File: src/rtl/pdp11_bus_pkg.sv
// pdp11_bus_pkg: I/O page decode constants and line-clock interrupt
// identity shared by the bus fabric.
package pdp11_bus_pkg;

    localparam logic [8:0]  IO_PAGE = 9'h1FF;
    localparam logic [12:0] PSW_OFF = 13'o17776;
    localparam logic [12:0] SWR_OFF = 13'o17570;
    localparam logic [12:0] LKS_OFF = 13'o17546;
    localparam logic [2:0]  LTC_IPL = 3'd6;
    localparam logic [7:0]  LTC_VEC = 8'o100;

    // Word-granular match so both byte lanes of a register hit.
    function automatic logic reg_hit(
        input logic [12:0] off,
        input logic [12:0] base
    );
        return (off | 13'd1) == (base | 13'd1);
    endfunction

endpackage

File: src/rtl/pdp11_bus_if.sv
// pdp11_bus_if: CPU-side bus cycle, interrupt arbitration and PSW
// signals between the pdp11 CPU (master) and the bus fabric (slave).
interface pdp11_bus_if;

    logic [21:0] bus_addr;
    logic [15:0] bus_data_in;
    logic [15:0] bus_data_out;
    logic        bus_rd;
    logic        bus_wr;
    logic        bus_byte_op;
    logic        bus_arbitrate;
    logic        bus_ack;
    logic        bus_error;
    logic        bus_int;
    logic [7:0]  bus_int_ipl;
    logic [7:0]  bus_int_vector;
    logic [7:0]  interrupt_ack_ipl;
    logic [15:0] psw;
    logic        psw_io_wr;

    modport master (
        output bus_addr, bus_data_in, bus_rd, bus_wr, bus_byte_op,
               bus_arbitrate, interrupt_ack_ipl, psw,
        input  bus_data_out, bus_ack, bus_error, bus_int,
               bus_int_ipl, bus_int_vector, psw_io_wr
    );

    modport slave (
        input  bus_addr, bus_data_in, bus_rd, bus_wr, bus_byte_op,
               bus_arbitrate, interrupt_ack_ipl, psw,
        output bus_data_out, bus_ack, bus_error, bus_int,
               bus_int_ipl, bus_int_vector, psw_io_wr
    );

endinterface

File: src/rtl/pdp11_bus_ltc.sv
// pdp11_bus_ltc: KW11-L line clock -- tick divider, LKS monitor and
// interrupt-enable bits, and the resulting interrupt request.
module pdp11_bus_ltc #(
    parameter int LTC_DIV = 833333
) (
    input  logic clk,
    input  logic rst_n,
    input  logic lks_wr,
    input  logic lks_wdata_ie,
    input  logic lks_ack,
    output logic lks_mon,
    output logic lks_ie,
    output logic ltc_req
);

    localparam int DW = (LTC_DIV > 1) ? $clog2(LTC_DIV) : 1;
    localparam logic [DW-1:0] DIV_MAX = DW'(LTC_DIV - 1);

    logic [DW-1:0] div_q, div_d;
    logic          mon_q, mon_d;
    logic          ie_q, ie_d;
    logic          wrap;

    // Later assignments win: a CPU write overrides both ack and tick.
    always_comb begin
        wrap  = div_q == DIV_MAX;
        div_d = wrap ? '0 : div_q + DW'(1);
        mon_d = mon_q;
        ie_d  = ie_q;
        if (wrap)    mon_d = 1'b1;
        if (lks_ack) mon_d = 1'b0;
        if (lks_wr) begin
            mon_d = 1'b0;
            ie_d  = lks_wdata_ie;
        end
    end

    always_ff @(posedge clk or negedge rst_n) begin
        if (!rst_n) begin
            div_q <= '0;
            mon_q <= 1'b0;
            ie_q  <= 1'b0;
        end else begin
            div_q <= div_d;
            mon_q <= mon_d;
            ie_q  <= ie_d;
        end
    end

    assign lks_mon = mon_q;
    assign lks_ie  = ie_q;
    assign ltc_req = mon_q & ie_q;

endmodule

File: src/rtl/pdp11_bus.sv
// pdp11_bus: CPU bus fabric -- address decode, console/PSW/LKS
// registers, peripheral timeout and interrupt arbitration.
module pdp11_bus
    import pdp11_bus_pkg::*;
#(
    parameter logic [21:0] RAM_TOP    = 22'o01000000,
    parameter int          LTC_DIV    = 833333,
    parameter int          IO_TIMEOUT = 16
) (
    input  logic        clk,
    input  logic        reset,
    pdp11_bus_if.slave  cpu,
    output logic [21:0] ram_addr,
    output logic [15:0] ram_data_out,
    input  logic [15:0] ram_data_in,
    output logic        ram_rd,
    output logic        ram_wr,
    output logic        ram_byte_op,
    output logic [12:0] io_addr,
    output logic [15:0] io_data_out,
    input  logic [15:0] io_data_in,
    output logic        io_rd,
    output logic        io_wr,
    output logic        io_byte_op,
    input  logic        io_ack,
    input  logic        io_int_req,
    input  logic [2:0]  io_int_ipl,
    input  logic [7:0]  io_int_vector,
    output logic        io_int_ack,
    input  logic [15:0] switches,
    output logic [15:0] display
);

    localparam int TW = $clog2(IO_TIMEOUT + 2);
    localparam logic [TW-1:0] TMO = TW'(IO_TIMEOUT);

    logic [TW-1:0] tmo_q, tmo_d;
    logic [15:0]   display_q, display_d;
    logic          io_int_ack_q, io_int_ack_d;
    logic [12:0]   off;
    logic          strobe, is_rd, is_wr;
    logic          io_sel, ram_sel, int_sel, ext_sel, ext_cyc;
    logic          psw_hit, swr_hit, lks_hit, tmo_err;
    logic          lks_wr, lks_ack, lks_mon, lks_ie, ltc_req;
    logic          io_wins, win, win_ack;
    logic [2:0]    win_ipl;
    logic [7:0]    win_vec;
    logic [15:0]   rdata;

    assign ram_addr     = cpu.bus_addr;
    assign ram_data_out = cpu.bus_data_in;
    assign ram_byte_op  = cpu.bus_byte_op;
    assign io_addr      = cpu.bus_addr[12:0];
    assign io_data_out  = cpu.bus_data_in;
    assign io_byte_op   = cpu.bus_byte_op;

    // Strobes are gated by reset so every non-passthrough output is 0.
    always_comb begin
        off     = cpu.bus_addr[12:0];
        strobe  = reset & (cpu.bus_rd | cpu.bus_wr);
        is_wr   = strobe & cpu.bus_wr;
        is_rd   = strobe & ~cpu.bus_wr;
        io_sel  = cpu.bus_addr[21:13] == IO_PAGE;
        ram_sel = (cpu.bus_addr < RAM_TOP) & ~io_sel;
        psw_hit = io_sel & reg_hit(off, PSW_OFF);
        swr_hit = io_sel & reg_hit(off, SWR_OFF);
        lks_hit = io_sel & reg_hit(off, LKS_OFF);
        int_sel = psw_hit | swr_hit | lks_hit;
        ext_sel = io_sel & ~int_sel;
        ext_cyc = strobe & ext_sel;
        tmo_err = ext_cyc & ~io_ack & (tmo_q == TMO);
        lks_wr  = is_wr & lks_hit
                & ~(cpu.bus_byte_op & cpu.bus_addr[0]);
    end

    always_comb begin
        rdata = '0;
        if (is_rd) begin
            unique case (1'b1)
                ram_sel: rdata = ram_data_in;
                psw_hit: rdata = cpu.psw;
                swr_hit: rdata = switches;
                lks_hit: rdata = {8'h00, lks_mon, lks_ie, 6'h00};
                ext_sel: rdata = io_data_in;
                default: rdata = '0;
            endcase
        end
    end

    always_comb begin
        display_d = display_q;
        if (is_wr & swr_hit) begin
            if (!cpu.bus_byte_op)
                display_d = cpu.bus_data_in;
            else if (cpu.bus_addr[0])
                display_d[15:8] = cpu.bus_data_in[15:8];
            else
                display_d[7:0] = cpu.bus_data_in[7:0];
        end
        tmo_d = tmo_q;
        if (!ext_cyc || io_ack)
            tmo_d = '0;
        else if (tmo_q <= TMO)
            tmo_d = tmo_q + TW'(1);
    end

    // Line clock keeps ties; the peripheral must be strictly higher.
    always_comb begin
        io_wins = io_int_req & (~ltc_req | (io_int_ipl > LTC_IPL));
        win     = reset & (ltc_req | io_int_req);
        win_ipl = io_wins ? io_int_ipl
                : (ltc_req ? LTC_IPL : 3'd0);
        win_vec = io_wins ? io_int_vector
                : (ltc_req ? LTC_VEC : 8'd0);
        win_ack = win & cpu.bus_arbitrate
                & cpu.interrupt_ack_ipl[win_ipl];
        lks_ack      = win_ack & ~io_wins;
        io_int_ack_d = win_ack & io_wins;
    end

    always_ff @(posedge clk or negedge reset) begin
        if (!reset) begin
            tmo_q        <= '0;
            display_q    <= '0;
            io_int_ack_q <= 1'b0;
        end else begin
            tmo_q        <= tmo_d;
            display_q    <= display_d;
            io_int_ack_q <= io_int_ack_d;
        end
    end

    pdp11_bus_ltc #(
        .LTC_DIV (LTC_DIV)
    ) u_ltc (
        .clk          (clk),
        .rst_n        (reset),
        .lks_wr       (lks_wr),
        .lks_wdata_ie (cpu.bus_data_in[6]),
        .lks_ack      (lks_ack),
        .lks_mon      (lks_mon),
        .lks_ie       (lks_ie),
        .ltc_req      (ltc_req)
    );

    assign ram_rd = is_rd & ram_sel;
    assign ram_wr = is_wr & ram_sel;
    assign io_rd  = is_rd & ext_sel;
    assign io_wr  = is_wr & ext_sel;

    assign cpu.bus_data_out   = rdata;
    assign cpu.bus_ack        = (strobe & (ram_sel | int_sel))
                              | (ext_cyc & io_ack);
    assign cpu.bus_error      = (strobe & ~ram_sel & ~io_sel) | tmo_err;
    assign cpu.psw_io_wr      = is_wr & psw_hit;
    assign cpu.bus_int        = win & (win_ipl > cpu.psw[7:5]);
    assign cpu.bus_int_ipl    = win ? {5'b0, win_ipl} : 8'd0;
    assign cpu.bus_int_vector = win ? win_vec : 8'd0;

    assign io_int_ack = io_int_ack_q;
    assign display    = display_q;

endmodule

File: src/flat_wrapper.sv
// flat-port wrapper written by rule: the top's interface ports become plain ports
module pdp11_bus_flat import pdp11_bus_pkg::*;
#(
    parameter logic [21:0] RAM_TOP    = 22'o01000000,
    parameter int          LTC_DIV    = 833333,
    parameter int          IO_TIMEOUT = 16
)
  (clk, reset, ram_addr, ram_data_out, ram_data_in, ram_rd, ram_wr, ram_byte_op, io_addr, io_data_out, io_data_in, io_rd, io_wr, io_byte_op, io_ack, io_int_req, io_int_ipl, io_int_vector, io_int_ack, switches, display, cpu_bus_addr, cpu_bus_data_in, cpu_bus_rd, cpu_bus_wr, cpu_bus_byte_op, cpu_bus_arbitrate, cpu_interrupt_ack_ipl, cpu_psw, cpu_bus_data_out, cpu_bus_ack, cpu_bus_error, cpu_bus_int, cpu_bus_int_ipl, cpu_bus_int_vector, cpu_psw_io_wr);
  pdp11_bus_if cpu_i ();
  input  logic clk;
  input  logic reset;
  output logic [21:0] ram_addr;
  output logic [15:0] ram_data_out;
  input  logic [15:0] ram_data_in;
  output logic ram_rd;
  output logic ram_wr;
  output logic ram_byte_op;
  output logic [12:0] io_addr;
  output logic [15:0] io_data_out;
  input  logic [15:0] io_data_in;
  output logic io_rd;
  output logic io_wr;
  output logic io_byte_op;
  input  logic io_ack;
  input  logic io_int_req;
  input  logic [2:0] io_int_ipl;
  input  logic [7:0] io_int_vector;
  output logic io_int_ack;
  input  logic [15:0] switches;
  output logic [15:0] display;
  input wire logic [$bits(cpu_i.bus_addr)-1:0] cpu_bus_addr;
  input wire logic [$bits(cpu_i.bus_data_in)-1:0] cpu_bus_data_in;
  input wire logic [$bits(cpu_i.bus_rd)-1:0] cpu_bus_rd;
  input wire logic [$bits(cpu_i.bus_wr)-1:0] cpu_bus_wr;
  input wire logic [$bits(cpu_i.bus_byte_op)-1:0] cpu_bus_byte_op;
  input wire logic [$bits(cpu_i.bus_arbitrate)-1:0] cpu_bus_arbitrate;
  input wire logic [$bits(cpu_i.interrupt_ack_ipl)-1:0] cpu_interrupt_ack_ipl;
  input wire logic [$bits(cpu_i.psw)-1:0] cpu_psw;
  output wire logic [$bits(cpu_i.bus_data_out)-1:0] cpu_bus_data_out;
  output wire logic [$bits(cpu_i.bus_ack)-1:0] cpu_bus_ack;
  output wire logic [$bits(cpu_i.bus_error)-1:0] cpu_bus_error;
  output wire logic [$bits(cpu_i.bus_int)-1:0] cpu_bus_int;
  output wire logic [$bits(cpu_i.bus_int_ipl)-1:0] cpu_bus_int_ipl;
  output wire logic [$bits(cpu_i.bus_int_vector)-1:0] cpu_bus_int_vector;
  output wire logic [$bits(cpu_i.psw_io_wr)-1:0] cpu_psw_io_wr;
  assign cpu_i.bus_addr = cpu_bus_addr;
  assign cpu_i.bus_data_in = cpu_bus_data_in;
  assign cpu_i.bus_rd = cpu_bus_rd;
  assign cpu_i.bus_wr = cpu_bus_wr;
  assign cpu_i.bus_byte_op = cpu_bus_byte_op;
  assign cpu_i.bus_arbitrate = cpu_bus_arbitrate;
  assign cpu_i.interrupt_ack_ipl = cpu_interrupt_ack_ipl;
  assign cpu_i.psw = cpu_psw;
  assign cpu_bus_data_out = cpu_i.bus_data_out;
  assign cpu_bus_ack = cpu_i.bus_ack;
  assign cpu_bus_error = cpu_i.bus_error;
  assign cpu_bus_int = cpu_i.bus_int;
  assign cpu_bus_int_ipl = cpu_i.bus_int_ipl;
  assign cpu_bus_int_vector = cpu_i.bus_int_vector;
  assign cpu_psw_io_wr = cpu_i.psw_io_wr;
  pdp11_bus #(.RAM_TOP(RAM_TOP), .LTC_DIV(LTC_DIV), .IO_TIMEOUT(IO_TIMEOUT)) u_core (.clk(clk), .reset(reset), .cpu(cpu_i), .ram_addr(ram_addr), .ram_data_out(ram_data_out), .ram_data_in(ram_data_in), .ram_rd(ram_rd), .ram_wr(ram_wr), .ram_byte_op(ram_byte_op), .io_addr(io_addr), .io_data_out(io_data_out), .io_data_in(io_data_in), .io_rd(io_rd), .io_wr(io_wr), .io_byte_op(io_byte_op), .io_ack(io_ack), .io_int_req(io_int_req), .io_int_ipl(io_int_ipl), .io_int_vector(io_int_vector), .io_int_ack(io_int_ack), .switches(switches), .display(display));
endmodule
File: config.mk
export PLATFORM = sky130hd
export DESIGN_NAME = pdp11_bus_flat
export DESIGN_NICKNAME = d
export VERILOG_FILES = /design/src/rtl/pdp11_bus_pkg.sv /design/src/rtl/pdp11_bus_if.sv /design/src/rtl/pdp11_bus_ltc.sv /design/src/rtl/pdp11_bus.sv /design/src/flat_wrapper.sv
export SDC_FILE = /design/constraint.sdc
export NUM_CORES = 1
export LEC_CHECK = 0
export BUFFER_PORTS_ARGS = -buffer_cell sky130_fd_sc_hd__buf_2
export CAP_MARGIN = 25
export CORE_AREA = 2 2 100 102
export DETAILED_ROUTE_END_ITERATION = 10
export DIE_AREA = 0 0 102 104
export GPL_TIMING_DRIVEN = 0
export PLACE_DENSITY = 0.75
export SKIP_CTS_REPAIR_TIMING = 1
export SYNTH_ARGS = -nofsm -noshare
export SYNTH_HDL_FRONTEND = slang
export SYNTH_SLANG_ARGS = --single-unit
export TNS_END_PERCENT = 30
File: constraint.sdc
create_clock -name clk -period 3.8 [get_ports clk]
set_input_delay 0.19 -clock clk [delete_from_list [all_inputs] [get_ports clk]]
set_output_delay 0.19 -clock clk [all_outputs]
set_load 0.01 [all_outputs]
After elaboration in Yosys (flattened, before gate mapping). Cells that the tools add are included.

Word-level logic and storage cells: 95. Input port bits: 129. Register bits: 44.

$add $sub $neg: 2. Bitwise operators: 48. $lt $le $gt $ge: 5. Reduce and logical (&&, ||, !) cells: 6. Muxes and demuxes: 19. Eq/ne operators: 8.

Operators by type and width (number): 16-bit case mux with 5 select lines (1); 12-bit equality test (second input constant) (3); 1-bit AND (32); 16-bit 2-to-1 mux (2); 8-bit 2-to-1 mux (4); 22-bit by 19-bit less-than comparator with 1-bit output (second input constant) (1); 20-bit by 1-bit adder with 20-bit output (second input constant) (1); 20-bit equality test (second input constant) (1); 20-bit 2-to-1 mux (1); 5-bit 2-to-1 mux (2); 9-bit equality test (second input constant) (1); 3-bit 2-to-1 mux (3); 1-bit NOT (8); 1-bit bitwise OR (8); 7-bit 2-to-1 mux (1); 5-bit by 1-bit adder with 5-bit output (second input constant) (1); 5-bit equality test (second input constant) (1); 5-bit <= comparator (second input constant) (1); 3-bit by 4-bit less-than comparator with 1-bit output (second input constant) (1); 1-bit 2-to-1 mux (4); 2-bit inequality test (second input constant) (2); 2-bit AND reduction (2); 1-bit binary-select mux with 3-bit select (1); 3-bit > comparator (1); other kinds (5) (5).

Logic depth before layout (Yosys ltp). Gate-level depths: netlist of the first run.

Depth in word-level cells: 11. Depth in mapped cells: 7. Depth with buffers taken out: 7.

Hierarchy. Synthesis of the first run repeated with hierarchy kept, for this count alone.

Cell total of the unflattened synthesis: 409. Area total of the unflattened synthesis: 3589.7 um^2.

By module, submodules not included: pdp11_bus (cells each 307, instances 1, area each 2493.6 um^2); pdp11_bus_ltc (cells each 102, instances 1, area each 1096.1 um^2).

Worst setup path after synthesis of the first run. OpenSTA, ideal clock, no wires.

Path kind: input-to-output. Start: in cpu_bus_addr[20]. End: out cpu_bus_ack. Path slack: 1.845 ns. Data arrival time: 1.765 ns. Data required time: 3.610 ns. Stages on the path: 6. Path buffers: 2. Cell sequence: nand4_1 -> or3_4 -> or4_1 -> buf_4 -> buf_6 -> a31oi_1.

Cells in the longest elaborated chain, start to end: 9.

Ends and longest elaborated chain: start, declared (line flat_wrapper.sv:31) `input wire logic [$bits(cpu_i.bus_addr)-1:0] cpu_bus_addr;`; parallel branches: the longest is 8 deep, another holds 22-bit by 19-bit less-than comparator with 1-bit output; 1-bit bitwise OR * (line pdp11_bus.sv:153) `| (ext_cyc & io_ack);`; end, declared (line flat_wrapper.sv:40) `output wire logic [$bits(cpu_i.bus_ack)-1:0] cpu_bus_ack;`.

Mark *: on every way between the ends.

Worst setup path after layout of the first run.
Start: in reset. End: out cpu_bus_data_out[11].

Cells in the longest elaborated chain, start to end: 3.

Ends and longest elaborated chain: start, declared (line flat_wrapper.sv:11) `input logic reset;`; 1-bit AND (line pdp11_bus.sv:60) `strobe = reset & (cpu.bus_rd | cpu.bus_wr);`; 1-bit AND (line pdp11_bus.sv:62) `is_rd = strobe & ~cpu.bus_wr;`; 16-bit 2-to-1 mux (line pdp11_bus.sv:78) `if (is_rd) begin`; end, declared (line flat_wrapper.sv:39) `output wire logic [$bits(cpu_i.bus_data_out)-1:0] cpu_bus_data_out;`.

Every way passes these cells.

==> results of run 1 <==
-- report_power, final --
group	total, mW	internal [mW]	switching, mW	leakage, nW
Clock	0.362	0.195	0.167	0.0542
Sequential	0.468	0.468	0.0000383	0.600
Combinational	0.262	0.141	0.121	2.05
Total	1.09	0.804	0.288	2.70
-- worst min path at each step --
stage	from	end	slack, ns	depth (start not counted)
3_5_place_dp	reset	u_core.display[12]	0.44	1
2_1_floorplan	reset	u_core.display[0]	-0.11	0
5_1_grt	cpu_bus_data_in[12]	u_core.display[12]	0.15	2
6_report	cpu_bus_data_in[9]	u_core.display[9]	0.15	2
4_1_cts	reset	u_core.display[10]	0.10	1
3_3_place_gp	reset	u_core.display[13]	0.43	1
-- critical path, stage by stage --
cell and delay, ns:
dlygate4sd3_1 0.52, buf_2 0.26, buf_12 0.26, o21ai_0 0.23, nor2_1 0.17, o21ai_1 0.22, clkbuf_1 0.30, a31oi_1 0.27
buf_2 0.18
-- through the flow --
stage,hold slack (ns),instance area (um^2),utilization,std cells
finish,0.1492,5056,0.5295,805
global route,0.1518,5056,0.5295,805
CTS,0.1027,5021,0.5258,801
detailed placement,0.4352,4910,0.5142,793
global placement,0.4279,4910,0.5142,793
floorplan,-0.1056,3497,-,411
-- registers in the layout, summed over array words and instances (netlist names) --
name                  count
u_core.display           16
u_core.io_int_ack         1
u_core.tmo_q              5
u_core.u_ltc.div_q       20
u_core.u_ltc.lks_ie       1
u_core.u_ltc.lks_mon      1
-- area by class of cell --
type,instances,share of cell area
multi-input cells,269,0.3435
repair buffers,251,0.2524
flip-flops and latches,44,0.2178
plain buffers,88,0.1230
well taps,133,0.03291
clock buffers,5,0.01361
clock inverters,3,0.008414
inverters,10,0.007424
diodes,2,0.0009899
-- synth_stat cells (2+ instances only) --
cell type	n
clkbuf_1	10
buf_2	2
a21oi_1	7
mux2i_1	3
o21ai_0	4
nand4_1	22
nand3_1	11
nor3_1	12
dfrtp_1	44
a22oi_1	17
nor2_1	33
xor2_1	10
or2_2	2
ha_1	7
a31oi_1	18
nand4b_1	2
a211oi_1	2
xnor2_1	10
inv_1	10
nand2_1	40
nor4bb_1	2
mux2_2	18
nor4_1	5
and2_1	9
buf_4	75
nand2b_1	3
and3_1	8
-- layer usage --
metal | track usage | vias up | wire (um)
met3 | 0.03360 | 18 | 918
li1 | - | 1889 | -
met5 | 0 | - | 13
met4 | 0.03714 | 2 | 193
met1 | 0.2522 | 1838 | 4485
met2 | 0.3703 | 177 | 6051
-- cells by family (layout without fill, tap and decap cells) --
| group | Yosys count | after routing | synth area share |
|---|---|---|---|
| simple gates | 158 | 158 | 0.2382 |
| buf+inv | 98 | 357 | 0.1894 |
| compound gates | 58 | 58 | 0.1128 |
| flops | 44 | 44 | 0.3162 |
| mux | 21 | 21 | 0.06683 |
| xor+xnor | 20 | 20 | 0.05030 |
| fa+ha+maj | 7 | 7 | 0.02515 |
| other cells | 1 | 7 | 0.001077 |
==> results.sh, run 1 <==
export IMPL_outcome="complete, no violations"
export IMPL_die_h_um=104
export IMPL_regArea_um2=1101
export IMPL_vias=3924
export IMPL_gp_congestion=0.9861
export IMPL_layout_common_cells="251 x buf_2, 75 x buf_4, 44 x dfrtp_1, 40 x nand2_1, 33 x nor2_1"
export IMPL_worst_slack_ns=0.9844
export IMPL_ant_nets=0
export IMPL_nNetsFinal=805
export IMPL_clock_fmax_ghz=0.3552
export IMPL_grt_pass1_vias=3609
export IMPL_clock_latency_ns=0.30
export IMPL_critPathLaunchType="primary input"
export IMPL_cp_end_kind="primary output"
export IMPL_routed_wl_um=11660
export IMPL_synth_seq_cells=44
export IMPL_synthTopCellsByArea="dfrtp_1 32%, buf_4 16%, mux2_2 5.8%, nand2_1 4.3%, nand4_1 4.0%"
export IMPL_antenna_found_initial=3
export IMPL_hp_class="in -> reg"
export IMPL_io_buffers=249
export IMPL_critPathKind="in -> out"
export IMPL_vias_per_cell=4.875
export IMPL_critPathMaxFanout=40
export IMPL_place_ws_ns=0.9794
export IMPL_drv_cap=0
export IMPL_final_common_cell="buf_2"
export IMPL_place_hpwl_um=9565
export IMPL_cp_required_ns=3.61
export IMPL_grt_overflow=0
export IMPL_cts_made_buffers=5
export IMPL_area_growth_pct=45.20
export IMPL_core_area_um2=9549
export IMPL_arrival_ns=2.63
export IMPL_synth_ff_type="dfrtp_1"
export IMPL_multi_input_area_um2=1737
export IMPL_rsz0062_at_grt="no"
export IMPL_avgSynthCellArea_um2=8.556
export IMPL_ys_seq_area_frac=0.3162
export IMPL_wl_per_cell_um=14.49
export IMPL_hold_violations=0
export IMPL_power_density_nw_per_um2=216.0
export IMPL_synth_area_um2=3482
export IMPL_drtIter0Drc=215
export IMPL_clock_root_buffer="clkbuf_8"
export IMPL_ys_types=48
export IMPL_worstSetupStartpoint="reset"
export IMPL_r2r_cells=5
export IMPL_grtUsageTotal=0.2039
export IMPL_ios=255
export IMPL_yosysTopAreaCell="dfrtp_1"
export IMPL_drive_gt1_frac=0.5403
export IMPL_firstDrtPassIters=5
export IMPL_tns_ns=0
export IMPL_async_flop_share=1.000
export IMPL_fp_row_count=36
export IMPL_clkTransAtPathRegs_ns=0.09
export IMPL_fin_crit_ns=2.816
export IMPL_clock_skew_ns=0.006906
export IMPL_total_power_mw=1.092
export IMPL_synth_top_cell_area_share=0.3162
export IMPL_setup_viol=0
export IMPL_grt_max_degree=50
export IMPL_leakage_nw=2.700
export IMPL_htree_levels=2
export IMPL_worstMarginPinSlew_ns=0.8096
export IMPL_synth_cells=407
export IMPL_cts_sinks=44
export IMPL_r2r_end="u_core.u_ltc.div_q[8]"
export IMPL_fillers=931
export IMPL_rrSetupSlack_ns=1.70
export IMPL_cts_tree="yes"
export IMPL_synth_edf_count=0
export IMPL_peakVddDrop_v=0.0002144
export IMPL_grt_pass1_wl_um=17880
export IMPL_die_w_um=102
export IMPL_r2r_start="u_core.u_ltc.div_q[14]"
export IMPL_drv_slew=0
export IMPL_post_route_drc_count=0
export IMPL_ys_warn_count=0
export IMPL_die_area_um2=10610
export IMPL_start_util=0.3646
export IMPL_final_period_utilization=0.7410
export IMPL_crit_path_end="cpu_bus_data_out[11]"
export IMPL_cts_buffer_depth=2
export IMPL_relSlewSlack=0.4553
Power figures use the tool's default switching activity.
==> run 2: changes to the inputs <==
--- a/config.mk
+++ b/config.mk
@@ -7,11 +7,11 @@
 export LEC_CHECK = 0
 export BUFFER_PORTS_ARGS = -buffer_cell sky130_fd_sc_hd__buf_2
 export CAP_MARGIN = 25
-export CORE_AREA = 2 2 100 102
+export CORE_AREA = 2 2 98 100
 export DETAILED_ROUTE_END_ITERATION = 10
-export DIE_AREA = 0 0 102 104
+export DIE_AREA = 0 0 100 102
 export GPL_TIMING_DRIVEN = 0
-export PLACE_DENSITY = 0.75
+export PLACE_DENSITY = 0.77
 export SKIP_CTS_REPAIR_TIMING = 1
 export SYNTH_ARGS = -nofsm -noshare
 export SYNTH_HDL_FRONTEND = slang
==> constraint.sdc (replaced) <==
create_clock -name clk -period 2.8 [get_ports clk]
set_input_delay 0.14 -clock clk [delete_from_list [all_inputs] [get_ports clk]]
set_output_delay 0.14 -clock clk [all_outputs]
set_load 0.01 [all_outputs]
==> results.sh, run 2 (synthesized netlist as in run 1, its figures left out) <==
export IMPL_ant_nets=0
export IMPL_rrSetupSlack_ns=0.68
export IMPL_grt_max_degree=50
export IMPL_start_util=0.3823
export IMPL_wl_per_cell_um=14.65
export IMPL_cts_sinks=44
export IMPL_arrival_ns=2.23
export IMPL_clock_latency_ns=0.30
export IMPL_vias=3942
export IMPL_final_period_utilization=0.8470
export IMPL_critPathLaunchType="primary input"
export IMPL_grt_overflow=0
export IMPL_cts_buffer_depth=2
export IMPL_die_h_um=102
export IMPL_post_route_drc_count=0
export IMPL_firstDrtPassIters=4
export IMPL_area_growth_pct=44.34
export IMPL_core_area_um2=9109
export IMPL_power_density_nw_per_um2=281.2
export IMPL_max_flop_register="u_core.u_ltc.div_q"
export IMPL_drv_slew=0
export IMPL_hold_violations=0
export IMPL_antenna_found_initial=0
export IMPL_hold_ws_ns=0.1017
export IMPL_clock_fmax_ghz=0.4217
export IMPL_final_common_cell="buf_2"
export IMPL_nNetsFinal=806
export IMPL_place_hpwl_um=9437
export IMPL_rsz0062_at_grt="no"
export IMPL_cp_required_ns=2.66
export IMPL_n_antenna_cell=0
export IMPL_critPathMaxFanout=7
export IMPL_fillers=857
export IMPL_ios=255
export IMPL_leakage_nw=2.705
export IMPL_fin_util=0.5518
export IMPL_fp_row_count=35
export IMPL_drive_gt1_frac=0.5395
export IMPL_peakVddDrop_v=0.0002295
export IMPL_cts_tree="yes"
export IMPL_layout_common_cells="251 x buf_2, 75 x buf_4, 44 x dfrtp_1, 40 x nand2_1, 33 x nor2_1"
export IMPL_relSlewSlack=0.4151
export IMPL_die_w_um=100
export IMPL_fin_crit_ns=2.372
export IMPL_clock_skew_ns=0.01116
export IMPL_grtUsageTotal=0.2065
export IMPL_tns_ns=0
export IMPL_worstMarginPinSlew_ns=0.8745
export IMPL_grt_pass1_vias=3725
export IMPL_gp_congestion=0.9694
export IMPL_htree_levels=2
export IMPL_die_area_um2=10200
export IMPL_largest_reg_flops=20
export IMPL_routed_wl_um=11460
export IMPL_critPathKind="in -> out"
export IMPL_drv_cap=0
export IMPL_setup_viol=0
export IMPL_hp_class="in -> reg"
export IMPL_grt_pass1_wl_um=17030
export IMPL_drtIter0Drc=158
export IMPL_clkTransAtPathRegs_ns=0.09
export IMPL_cp_end_kind="primary output"
export IMPL_vias_per_cell=5.041
export IMPL_cts_made_buffers=5
export IMPL_clock_root_buffer="clkbuf_8"
export IMPL_io_buffers=249
export IMPL_outcome="complete, no violations"
-- run 2: worst paths after layout --
path	from	end	cells past startpoint
worst max-delay path	reset	cpu_bus_error	9
worst min-delay path	cpu_bus_data_in[11]	u_core.display[11]	2
worst max register to register	u_core.u_ltc.div_q[8]	u_core.u_ltc.div_q[12]	6
worst min register to register	u_core.display[6]	u_core.display[6]	1
max in group asynchronous	reset	u_core.u_ltc.lks_mon	3
min in group asynchronous	reset	u_core.u_ltc.div_q[6]	3
-- run 2: final cells by class --
class,count,area [um^2],area share
Tap cell,111,138.9,0.02763
Multi-Input combinational cell,269,1737,0.3455
Clock inverter,2,13.76,0.002738
Buffer,88,621.8,0.1237
Sequential cell,44,1101,0.2191
Timing Repair Buffer,252,1294,0.2574
Clock buffer,6,82.58,0.01643
Inverter,10,37.54,0.007468
-- run 2: critical path: stages --
cell and delay [ns]:
dlygate4sd3_1 0.51, buf_2 0.25, o21ai_0 0.25, or2_2 0.34, clkbuf_1 0.17, nor3_1 0.21
nand3_1 0.10, o31ai_1 0.08, buf_2 0.17
-- run 2: per-stage QoR --
stage	instances	cell area, um^2	worst slack [ns]	power (mW)
after floorplan	411	3497	0.9451	0.8085
after global placement	771	4882	0.1696	0.9941
after detailed placement	771	4882	0.1175	0.9995
after CTS	779	4979	0.1154	1.424
after global routing	782	5026	0.2969	1.492
final	782	5026	0.4284	1.413
-- run 2: report_power, final --
part           internal [mW]  switching, mW  leakage, nW
clock                  0.202          0.217       0.0516
combinational          0.194          0.166         2.05
sequential             0.635      0.0000563        0.600
total                   1.03          0.383         2.70
-- run 2: routing by layer --
metal / vias up / global-route usage / wire length, um
met1: 1839 / 0.2416 / 4394
met5: - / 0 / 0
met2: 185 / 0.3779 / 5926
met4: 0 / 0.06322 / 280
met3: 23 / 0.04720 / 854
li1: 1895 / - / -
